[config.mk]
export PLATFORM = sky130hd
export DESIGN_NAME = fft_hdmi_fifo_wr_ctrl_flat
export DESIGN_NICKNAME = d
export VERILOG_FILES = /design/src/rtl/fft_hdmi_fifo_wr_ctrl_if.sv /design/src/rtl/fft_hdmi_fifo_wr_ctrl.sv /design/src/flat_wrapper.sv
export SDC_FILE = /design/constraint.sdc
export NUM_CORES = 1
export LEC_CHECK = 0
export ABC_CLOCK_PERIOD_IN_PS = 3100
export CAP_MARGIN = 5
export CORE_MARGIN = 10
export CORE_UTILIZATION = 50
export CTS_CLUSTER_SIZE = 24
export DETAILED_ROUTE_END_ITERATION = 10
export PLACE_DENSITY = 0.78
export SLEW_MARGIN = 40
export SYNTH_ARGS = -nofsm -noshare
export SYNTH_HDL_FRONTEND = slang
export SYNTH_SLANG_ARGS = --single-unit
[constraint.sdc]
create_clock -name wr_clk -period 3.1 [get_ports wr_clk]
set_input_delay 0.465 -clock wr_clk [delete_from_list [all_inputs] [get_ports wr_clk]]
set_output_delay 0.465 -clock wr_clk [all_outputs]
set_load 0.03 [all_outputs]
[src/rtl/fft_hdmi_fifo_wr_ctrl_if.sv]
// ---------------------------------------------------------------------------
// fft_hdmi_fifo_wr_ctrl_if : write-side bus of the fft_hdmi async FIFO. Rev 1.0
// ---------------------------------------------------------------------------
`default_nettype none

interface fft_hdmi_fifo_wr_ctrl_if #(
   parameter int ADDR_WIDTH = 4
);
   logic                  wr_en;
   logic [ADDR_WIDTH:0]   rd_ptr_gray;
   logic                  ram_wr_en;
   logic [ADDR_WIDTH-1:0] ram_wr_addr;
   logic [ADDR_WIDTH:0]   wr_ptr_gray;
   logic                  wr_full;
   logic                  almost_full;
   logic                  wr_overflow;
`ifdef FFT_HDMI_FIFO_WR_WATER_LEVEL_EN
   logic [ADDR_WIDTH:0]   wr_water_level;

   modport master (
      input  wr_en, rd_ptr_gray,
      output ram_wr_en, ram_wr_addr, wr_ptr_gray, wr_full, almost_full,
             wr_overflow, wr_water_level
   );
   modport slave (
      output wr_en, rd_ptr_gray,
      input  ram_wr_en, ram_wr_addr, wr_ptr_gray, wr_full, almost_full,
             wr_overflow, wr_water_level
   );
`else
   modport master (
      input  wr_en, rd_ptr_gray,
      output ram_wr_en, ram_wr_addr, wr_ptr_gray, wr_full, almost_full,
             wr_overflow
   );
   modport slave (
      output wr_en, rd_ptr_gray,
      input  ram_wr_en, ram_wr_addr, wr_ptr_gray, wr_full, almost_full,
             wr_overflow
   );
`endif
endinterface

`default_nettype wire

[src/rtl/fft_hdmi_fifo_wr_ctrl.sv]
// ---------------------------------------------------------------------------
// fft_hdmi_fifo_wr_ctrl : async FIFO write pointer, full/almost-full/overflow.
// Optional macro FFT_HDMI_FIFO_WR_WATER_LEVEL_EN adds wr_water_level. Rev 1.0
// ---------------------------------------------------------------------------
`default_nettype none

module fft_hdmi_fifo_wr_ctrl #(
   parameter int ADDR_WIDTH      = 4,
   parameter int ALMOST_FULL_NUM = 12,
   parameter int SYNC_STAGES     = 2
) (
   input  wire logic               wr_clk,
   input  wire logic               asyn_rst,
   fft_hdmi_fifo_wr_ctrl_if.master bus
);
   localparam int            A     = ADDR_WIDTH;
   localparam logic [A:0]    C_AF  = (A+1)'(ALMOST_FULL_NUM);
   localparam logic [A:0]    C_ONE = (A+1)'(1);

   function automatic logic [A:0] bin2gray(input logic [A:0] b);
      return b ^ (b >> 1);
   endfunction

   function automatic logic [A:0] gray2bin(input logic [A:0] g);
      logic [A:0] b;
      b[A] = g[A];
      for (int i = A - 1; i >= 0; i--) begin
         b[i] = b[i+1] ^ g[i];
      end
      return b;
   endfunction

   logic [A:0]                     wr_ptr_bin_q,  wr_ptr_bin_d;
   logic [A:0]                     wr_ptr_gray_q, wr_ptr_gray_d;
   logic [SYNC_STAGES-1:0][A:0]    rq_sync_q,     rq_sync_d;
   logic                           wr_full_q,     wr_full_d;
   logic                           almost_full_q, almost_full_d;
   logic                           wr_overflow_q, wr_overflow_d;
   logic                           ram_wr_en_w;
   logic [A:0]                     rq_last_w;
   logic [A:0]                     rd_ptr_bin_s;
   logic [A:0]                     level_next;

   assign ram_wr_en_w = bus.wr_en & ~wr_full_q;
   assign rq_last_w   = rq_sync_q[SYNC_STAGES-1];

   always_comb begin
      wr_ptr_bin_d  = wr_ptr_bin_q + (ram_wr_en_w ? C_ONE : '0);
      wr_ptr_gray_d = bin2gray(wr_ptr_bin_d);
      // Stage 0 samples the foreign-domain pointer; the last stage is trusted.
      rq_sync_d     = {rq_sync_q[SYNC_STAGES-2:0], bus.rd_ptr_gray};
      rd_ptr_bin_s  = gray2bin(rq_last_w);
      level_next    = wr_ptr_bin_d - rd_ptr_bin_s;
      wr_full_d     = (wr_ptr_gray_d == {~rq_last_w[A:A-1], rq_last_w[A-2:0]});
      almost_full_d = (level_next >= C_AF);
      wr_overflow_d = bus.wr_en & wr_full_q;
   end

   always_ff @(posedge wr_clk or posedge asyn_rst) begin
      if (asyn_rst) begin
         wr_ptr_bin_q  <= '0;
         wr_ptr_gray_q <= '0;
         rq_sync_q     <= '0;
         wr_full_q     <= 1'b0;
         almost_full_q <= 1'b0;
         wr_overflow_q <= 1'b0;
      end else begin
         wr_ptr_bin_q  <= wr_ptr_bin_d;
         wr_ptr_gray_q <= wr_ptr_gray_d;
         rq_sync_q     <= rq_sync_d;
         wr_full_q     <= wr_full_d;
         almost_full_q <= almost_full_d;
         wr_overflow_q <= wr_overflow_d;
      end
   end

`ifdef FFT_HDMI_FIFO_WR_WATER_LEVEL_EN
   logic [A:0] wr_water_level_q;

   always_ff @(posedge wr_clk or posedge asyn_rst) begin
      if (asyn_rst) begin
         wr_water_level_q <= '0;
      end else begin
         wr_water_level_q <= level_next;
      end
   end

   assign bus.wr_water_level = wr_water_level_q;
`endif

   assign bus.ram_wr_en   = ram_wr_en_w;
   assign bus.ram_wr_addr = wr_ptr_bin_q[A-1:0];
   assign bus.wr_ptr_gray = wr_ptr_gray_q;
   assign bus.wr_full     = wr_full_q;
   assign bus.almost_full = almost_full_q;
   assign bus.wr_overflow = wr_overflow_q;

endmodule

`default_nettype wire

[src/flat_wrapper.sv]
// flat-port wrapper written by rule: the top's interface ports become plain ports
module fft_hdmi_fifo_wr_ctrl_flat 
#(
   parameter int ADDR_WIDTH      = 4,
   parameter int ALMOST_FULL_NUM = 12,
   parameter int SYNC_STAGES     = 2
)
  (wr_clk, asyn_rst, bus_wr_en, bus_rd_ptr_gray, bus_ram_wr_en, bus_ram_wr_addr, bus_wr_ptr_gray, bus_wr_full, bus_almost_full, bus_wr_overflow);
  fft_hdmi_fifo_wr_ctrl_if #(.ADDR_WIDTH(ADDR_WIDTH)) bus_i ();
  input  wire logic wr_clk;
  input  wire logic asyn_rst;
  input wire logic [$bits(bus_i.wr_en)-1:0] bus_wr_en;
  input wire logic [$bits(bus_i.rd_ptr_gray)-1:0] bus_rd_ptr_gray;
  output wire logic [$bits(bus_i.ram_wr_en)-1:0] bus_ram_wr_en;
  output wire logic [$bits(bus_i.ram_wr_addr)-1:0] bus_ram_wr_addr;
  output wire logic [$bits(bus_i.wr_ptr_gray)-1:0] bus_wr_ptr_gray;
  output wire logic [$bits(bus_i.wr_full)-1:0] bus_wr_full;
  output wire logic [$bits(bus_i.almost_full)-1:0] bus_almost_full;
  output wire logic [$bits(bus_i.wr_overflow)-1:0] bus_wr_overflow;
  assign bus_i.wr_en = bus_wr_en;
  assign bus_i.rd_ptr_gray = bus_rd_ptr_gray;
  assign bus_ram_wr_en = bus_i.ram_wr_en;
  assign bus_ram_wr_addr = bus_i.ram_wr_addr;
  assign bus_wr_ptr_gray = bus_i.wr_ptr_gray;
  assign bus_wr_full = bus_i.wr_full;
  assign bus_almost_full = bus_i.almost_full;
  assign bus_wr_overflow = bus_i.wr_overflow;
  fft_hdmi_fifo_wr_ctrl #(.ADDR_WIDTH(ADDR_WIDTH), .ALMOST_FULL_NUM(ALMOST_FULL_NUM), .SYNC_STAGES(SYNC_STAGES)) u_core (.wr_clk(wr_clk), .asyn_rst(asyn_rst), .bus(bus_i));
endmodule
==> summary.md, run 1 <==
| Metric | Value |
|---|---|
| Status | finished clean |
| Period utilization | 86.8% |
| DR vias | 678 |
| First-pass GRT wire length | 2970 um |
| Yosys top cell area share | 51.6% |
| Yosys reg bits | 22 |
| Detail-routed via count per cell | 4.95 |
| First DRT Iteration DRCs | 23 |
| IO Count | 21 |
| NumNets Final | 126 |
| Clk_skew | 0.00514 ns |
| Setup violators final | 0 |
| Post-synth top flop | dfrtp_1 |
| Antenna violations before repair | 0 |
| Crit-path slowest cell | clkdlybuf4s50_1 |
| Post-Syn Instances | 85 |
| Row cnt | 16 |
| Die W | 66.2 um |
| Min-Delay Path Class | flip-flop to flip-flop |
| Post-route ant nets | 0 |
| Crit path largest cell delay | 0.46 ns |
| Sequential power share | 27.1% |
| Final Slew Violations | 0 |
| Final setup margin | 0.409 ns |
| Starting density of the core | 53.3% |
| CP cell instances | clkdlybuf4s50_1 -> nor2b_1 -> ha_1 -> ha_1 -> xnor2_1 -> inv_1 -> ha_1 -> nor2b_1 -> o21ai_0 -> a21oi_1 -> nand4b_1 |
| Buffers on Ports | 20 |
| Max Fclk | 372 MHz |
| Warnings from Yosys | 0 |
| Yosys top cell by area | dfrtp_1 |
| Total setup buffers inserted after CTS | 0 |
| # hold bufs at CTS | 0 |
| Post-route insts no fill | 137 |
| Post-detail-place hpwl | 1400 um |
| RSZ-0062 raised after global routing | no |
| CP Launch Type | primary input |
| Clock network power share | 13.0% |
| Placer Congestion | 0.800 |
| CORE AREA | 2000 um^2 |
| Largest net degree at the start of global routing | 23 |
| Setup TNS | 0 ns |
| Clock Latency Late Sink | 0.30 ns |
| Switching Share | 40.8% |
| Static Leak | 0.603 nW |
| Max_cap viols | 0 |
| Worst-path clk slew | 0.12 ns |
| DR pass1 iterations | 4 |
| Netlist cell types | 28 |
| Fillers | 147 |
| Power, Total | 1.61 mW |
| Int Pwr | 0.954 mW |
| Overflow after GRT | 0 |
| Final hold vios | 0 |
| Worst VDD drop | 592 uV |
| P&R area growth vs syn | 27.8% |
| PostCTS Resize Cnt | 0 |
| CP Class | primary input to flip-flop |
| Worst slack at placement | 0.0805 ns |
| Seq/Total Area, Yosys | 51.6% |
| Post-layout min period | 2.69 ns |
| Crit Path Max Fanout | 4 |
| Arrival time at the worst endpoint | 2.88 ns |
| CTS tree | yes |
| Required time of the critical path | 3.28 ns |
| Syn_nets | 100 |
| Residual DRC | 0 |
| H-Tree Depth | 1 |
| Synth async-reset ratio | 100% |
| Layout Utilization | 68.1% |
| Share of cells above drive strength 1 | 10.9% |
| CTS Buf Count | 3 |
| Post-Syn Area | 1070 um^2 |
| Net Switching | 0.657 mW |
| Die area | 4380 um^2 |
| CTS sink count | 22 |
| Diode count | 0 |
| Crit end category | flip-flop |
| All-Layer GR Usage | 8.53% |
| Worst Tran Pin Value | 0.446 ns |
| Final Cell Area | 1360 um^2 |
| Vias in the first global route | 705 |
| # placed instances | 133 |
| Reg-to-reg slack, setup | 0.59 ns |
| WHS | 0.360 ns |
| Wire per inst | 12.6 um |
| Die height | 66.2 um |
| EDFF count, synth | 0 |
| CP dominant cell by count | ha_1 |
| Pwr dens | 1180 nW/um^2 |
| Gate power share | 59.9% |
| Placement Cell Area | 1310 um^2 |
| Syn_area_per_cell | 12.6 um^2 |
| Max-slew headroom | 70.2% |
| CTS max path bufs | 2 |
| Final wirelength | 1730 um |
| Ranking of synthesized cells by area | dfrtp_1, xnor2_1, ha_1 |
| Root buffer cell | clkbuf_4 |
-- power by group through the flow --
stage | sequential, mW | combinational, mW | clock, mW
after floorplan | 0.574 | 0.554 | 0
after global placement | 0.439 | 0.948 | 0
after detailed placement | 0.442 | 0.972 | 0
after CTS | 0.436 | 0.975 | 0.218
after global routing | 0.447 | 1.05 | 0.235
final | 0.436 | 0.965 | 0.210
-- registers in the layout, indices dropped and copies added (netlist names) --
| signal | flops |
|---|---|
| u_core.rq_sync_d | 5 |
| u_core.bus.almost_full | 1 |
| u_core.bus.wr_ptr_gray | 4 |
| u_core.bus.wr_full | 1 |
| u_core.wr_ptr_bin_q | 5 |
| u_core.bus.wr_overflow | 1 |
| u_core.rq_last_w | 5 |
-- per-layer routing --
layer / GRT usage [%] / vias to the layer above / part of all wire [%] / wire length, um
li1: - / 331 / - / -
met4: 5.24 / 0 / 1.9 / 32
met1: 10.3 / 312 / 45 / 772
met3: 2.37 / 4 / 9.1 / 157
met5: 0 / - / 0 / 0
met2: 13.0 / 31 / 44 / 765
-- final timing paths --
check | start | depth (start not counted) | end
min | u_core.rq_sync_d[5]$_DFF_PP0_ | 0 | u_core.rq_last_w[0]$_DFF_PP0_
max in group asynchronous | asyn_rst | 2 | u_core.bus.wr_ptr_gray[1]$_DFF_PP0_
max | bus_wr_en | 11 | u_core.bus.almost_full$_DFF_PP0_
min in group asynchronous | asyn_rst | 2 | u_core.bus.almost_full$_DFF_PP0_
max reg2reg | u_core.rq_last_w[4]$_DFF_PP0_ | 10 | u_core.bus.almost_full$_DFF_PP0_
min reg2reg | u_core.rq_sync_d[5]$_DFF_PP0_ | 0 | u_core.rq_last_w[0]$_DFF_PP0_
-- cell usage in the layout, fill, tap and decap left out, types with 2 or more instances in the layout --
cell type / instances
nor2b_1: 5
nand2b_1: 2
and2_1: 2
clkbuf_4: 3
ha_1: 6
xor2_1: 5
nand3_1: 3
xor2_2: 2
dfrtp_1: 22
a21oi_1: 2
clkdlybuf4s50_1: 20
nor3_1: 2
xnor2_1: 10
o31ai_1: 2
inv_1: 6
buf_4: 2
-- worst max-delay path: cells and delay by family --
| kind | cells | cell delay [ns] |
|---|---|---|
| buffers and inverters | 2 | 0.55 |
| adders and majority gates | 3 | 0.87 |
| AOI/OAI and AO/OA | 2 | 0.31 |
| and+or+nand+nor | 3 | 0.49 |
| xor gates and xnor gates | 1 | 0.18 |
-- layout make-up --
type / instances / area, um^2 / share of cell area, %
Sequential cell: 22 / 551 / 40.4
Inverter: 7 / 26.3 / 1.93
Timing Repair Buffer: 22 / 215 / 15.8
Clock buffer: 3 / 22.5 / 1.65
Tap cell: 27 / 33.8 / 2.48
Clock inverter: 1 / 30.0 / 2.20
Multi-Input combinational cell: 55 / 485 / 35.6
-- synthesized netlist by cell type, drive strengths merged, types with 2 or more instances --
cell and count:
nor3 2, inv 7, xor2 7, nand3 3, o31ai 2, xnor2 11, nand2b 2, nor2b 5
ha 6, a21oi 2, dfrtp 22, and2 2
-- kinds of logic (layout without fill, tap and decap cells) --
group                      after synthesis  in the layout  share of synthesized area, %
DFF                                     22             22                          51.6
xor gates and xnor gates                19             19                          19.0
and+or+nand+nor                         19             19                          10.8
AOI/OAI and AO/OA                        9              9                          5.86
buffers and inverters                    8             33                          2.93
adders and majority gates                7              7                          8.91
muxes                                    1              1                         0.938
(Power assumes the default switching activity.)
==> run 2: changes to the inputs <==
CORE_UTILIZATION = 40   (was 50)
PLACE_DENSITY = not set   (was 0.78)
==> summary.md, run 2 (synthesized netlist as in run 1, its figures left out) <==
| Metric | Value |
|---|---|
| Final hold vios | 0 |
| Most frequent cells in the layout | dfrtp_1, clkdlybuf4s50_1, xnor2_1 |
| Residual DRC | 0 |
| Diode count | 0 |
| First-pass GRT wire length | 3300 um |
| First DRT Iteration DRCs | 20 |
| Arrival time at the worst endpoint | 2.93 ns |
| PostCTS Resize Cnt | 0 |
| Required time of the critical path | 3.28 ns |
| Vias in the first global route | 739 |
| CTS Buf Count | 3 |
| CP Launch Type | primary input |
| Post-detail-place hpwl | 1530 um |
| Starting density of the core | 42.3% |
| CTS max path bufs | 2 |
| Min-Delay Path Class | flip-flop to flip-flop |
| All-Layer GR Usage | 7.72% |
| Placer Congestion | 0.738 |
| H-Tree Depth | 1 |
| NumNets Final | 126 |
| RSZ-0062 raised after global routing | no |
| Worst-path clk slew | 0.12 ns |
| Crit end category | flip-flop |
| Die height | 71.7 um |
| Max-slew headroom | 70.1% |
| # hold bufs at CTS | 0 |
| Setup violators final | 0 |
| Max Fclk | 364 MHz |
| Die area | 5130 um^2 |
| CTS sink count | 22 |
| Fillers | 224 |
| CP Class | primary input to flip-flop |
| Final Cell Area | 1350 um^2 |
| Pwr dens | 1160 nW/um^2 |
| Detail-routed via count per cell | 4.71 |
| DR pass1 iterations | 2 |
| Placement Cell Area | 1320 um^2 |
| Overflow after GRT | 0 |
| DR vias | 659 |
| Setup TNS | 0 ns |
| Post-route insts no fill | 140 |
| Worst VDD drop | 727 uV |
| WHS | 0.363 ns |
| Period utilization | 88.6% |
| Buffers on Ports | 20 |
| Reg area | 551 um^2 |
| Worst Tran Pin Value | 0.447 ns |
| P&R area growth vs syn | 26.6% |
| Post-layout min period | 2.75 ns |
| # placed instances | 136 |
| Post-route ant nets | 0 |
| Met1 WL | 841 um |
| Root buffer cell | clkbuf_4 |
| Total setup buffers inserted after CTS | 0 |
| Row cnt | 18 |
| Area of the multi-input gates | 485 um^2 |
| Clock Latency Late Sink | 0.30 ns |
| Routed wl met2 | 869 um |
| Final wirelength | 1890 um |
| Largest net degree at the start of global routing | 23 |
| Wire per inst | 13.5 um |
| Status | finished clean |
| Clk_skew | 0.00542 ns |
| Met3 WL | 169 um |
| DR top layer | met4 |
| Static Leak | 0.596 nW |
| Crit Path Max Fanout | 4 |
| CTS tree | yes |
| IO Count | 21 |
| Share of cells above drive strength 1 | 10.9% |
| Antenna violations before repair | 0 |
| Final Slew Violations | 0 |
| Commonest non-fill, non-tap cell in the layout | dfrtp_1 |
| Max_cap viols | 0 |
| Die W | 71.7 um |
| CORE AREA | 2520 um^2 |
==> run 2: cell types whose count changed in the layout (fill, tap and decap cells not counted), sizes merged <==
cell    delta
clkbuf     +1
bufinv     -1
==> run 2: worst paths after layout <==
| check | startpoint | to | slack (ns) | cells past startpoint |
|---|---|---|---|---|
| worst max-delay path | bus_wr_en | u_core.bus.almost_full$_DFF_PP0_ | 0.35 | 11 |
| worst min-delay path | u_core.rq_sync_d[7]$_DFF_PP0_ | u_core.rq_last_w[2]$_DFF_PP0_ | 0.36 | 0 |
| worst max register to register | u_core.rq_last_w[4]$_DFF_PP0_ | u_core.bus.almost_full$_DFF_PP0_ | 0.57 | 10 |
| worst min register to register | u_core.rq_sync_d[7]$_DFF_PP0_ | u_core.rq_last_w[2]$_DFF_PP0_ | 0.36 | 0 |
| max in group asynchronous | asyn_rst | u_core.wr_ptr_bin_q[2]$_DFF_PP0_ | 2.32 | 2 |
| min in group asynchronous | asyn_rst | u_core.bus.almost_full$_DFF_PP0_ | 0.47 | 2 |
==> run 2: layout make-up <==
type,count,share of cell area [%]
sequential,22,40.7
multi-input combinational,55,35.9
timing repair buffer,22,15.9
tap,30,2.78
clock buffer,4,2.69
inverter,7,1.94
==> run 2: power by group <==
group | switching, mW | leakage, nW | internal [mW]
clock | 0.0847 | 0.0210 | 0.0716
combinational | 0.522 | 0.314 | 0.451
sequential | 0.0654 | 0.261 | 0.373
total | 0.672 | 0.596 | 0.895
==> run 2: per-layer routing <==
metal | GRT usage (%) | vias to the layer above
li1 | - | 327
met1 | 8.41 | 312
met2 | 12.8 | 18
met3 | 3.31 | 2
met4 | 3.23 | 0
met5 | 0 | -
==> run 2: stage by stage <==
step | utilization (%) | worst slack [ns] | power, mW
after floorplan | - | 0.235 | 1.13
after global placement | 52.1 | 0.193 | 1.40
after detailed placement | 52.1 | 0.0795 | 1.43
after CTS | 53.6 | 0.386 | 1.59
after global routing | 53.6 | 0.195 | 1.69
final | 53.6 | 0.353 | 1.57
==> run 2: critical path, cell delays in order <==
cell	delay, ns
clkdlybuf4s50_1	0.47
nor2b_1	0.19
ha_1	0.25
ha_1	0.26
xnor2_1	0.16
inv_1	0.09
ha_1	0.36
nor2b_1	0.16
o21ai_0	0.24
a21oi_1	0.11
nand4b_1	0.19
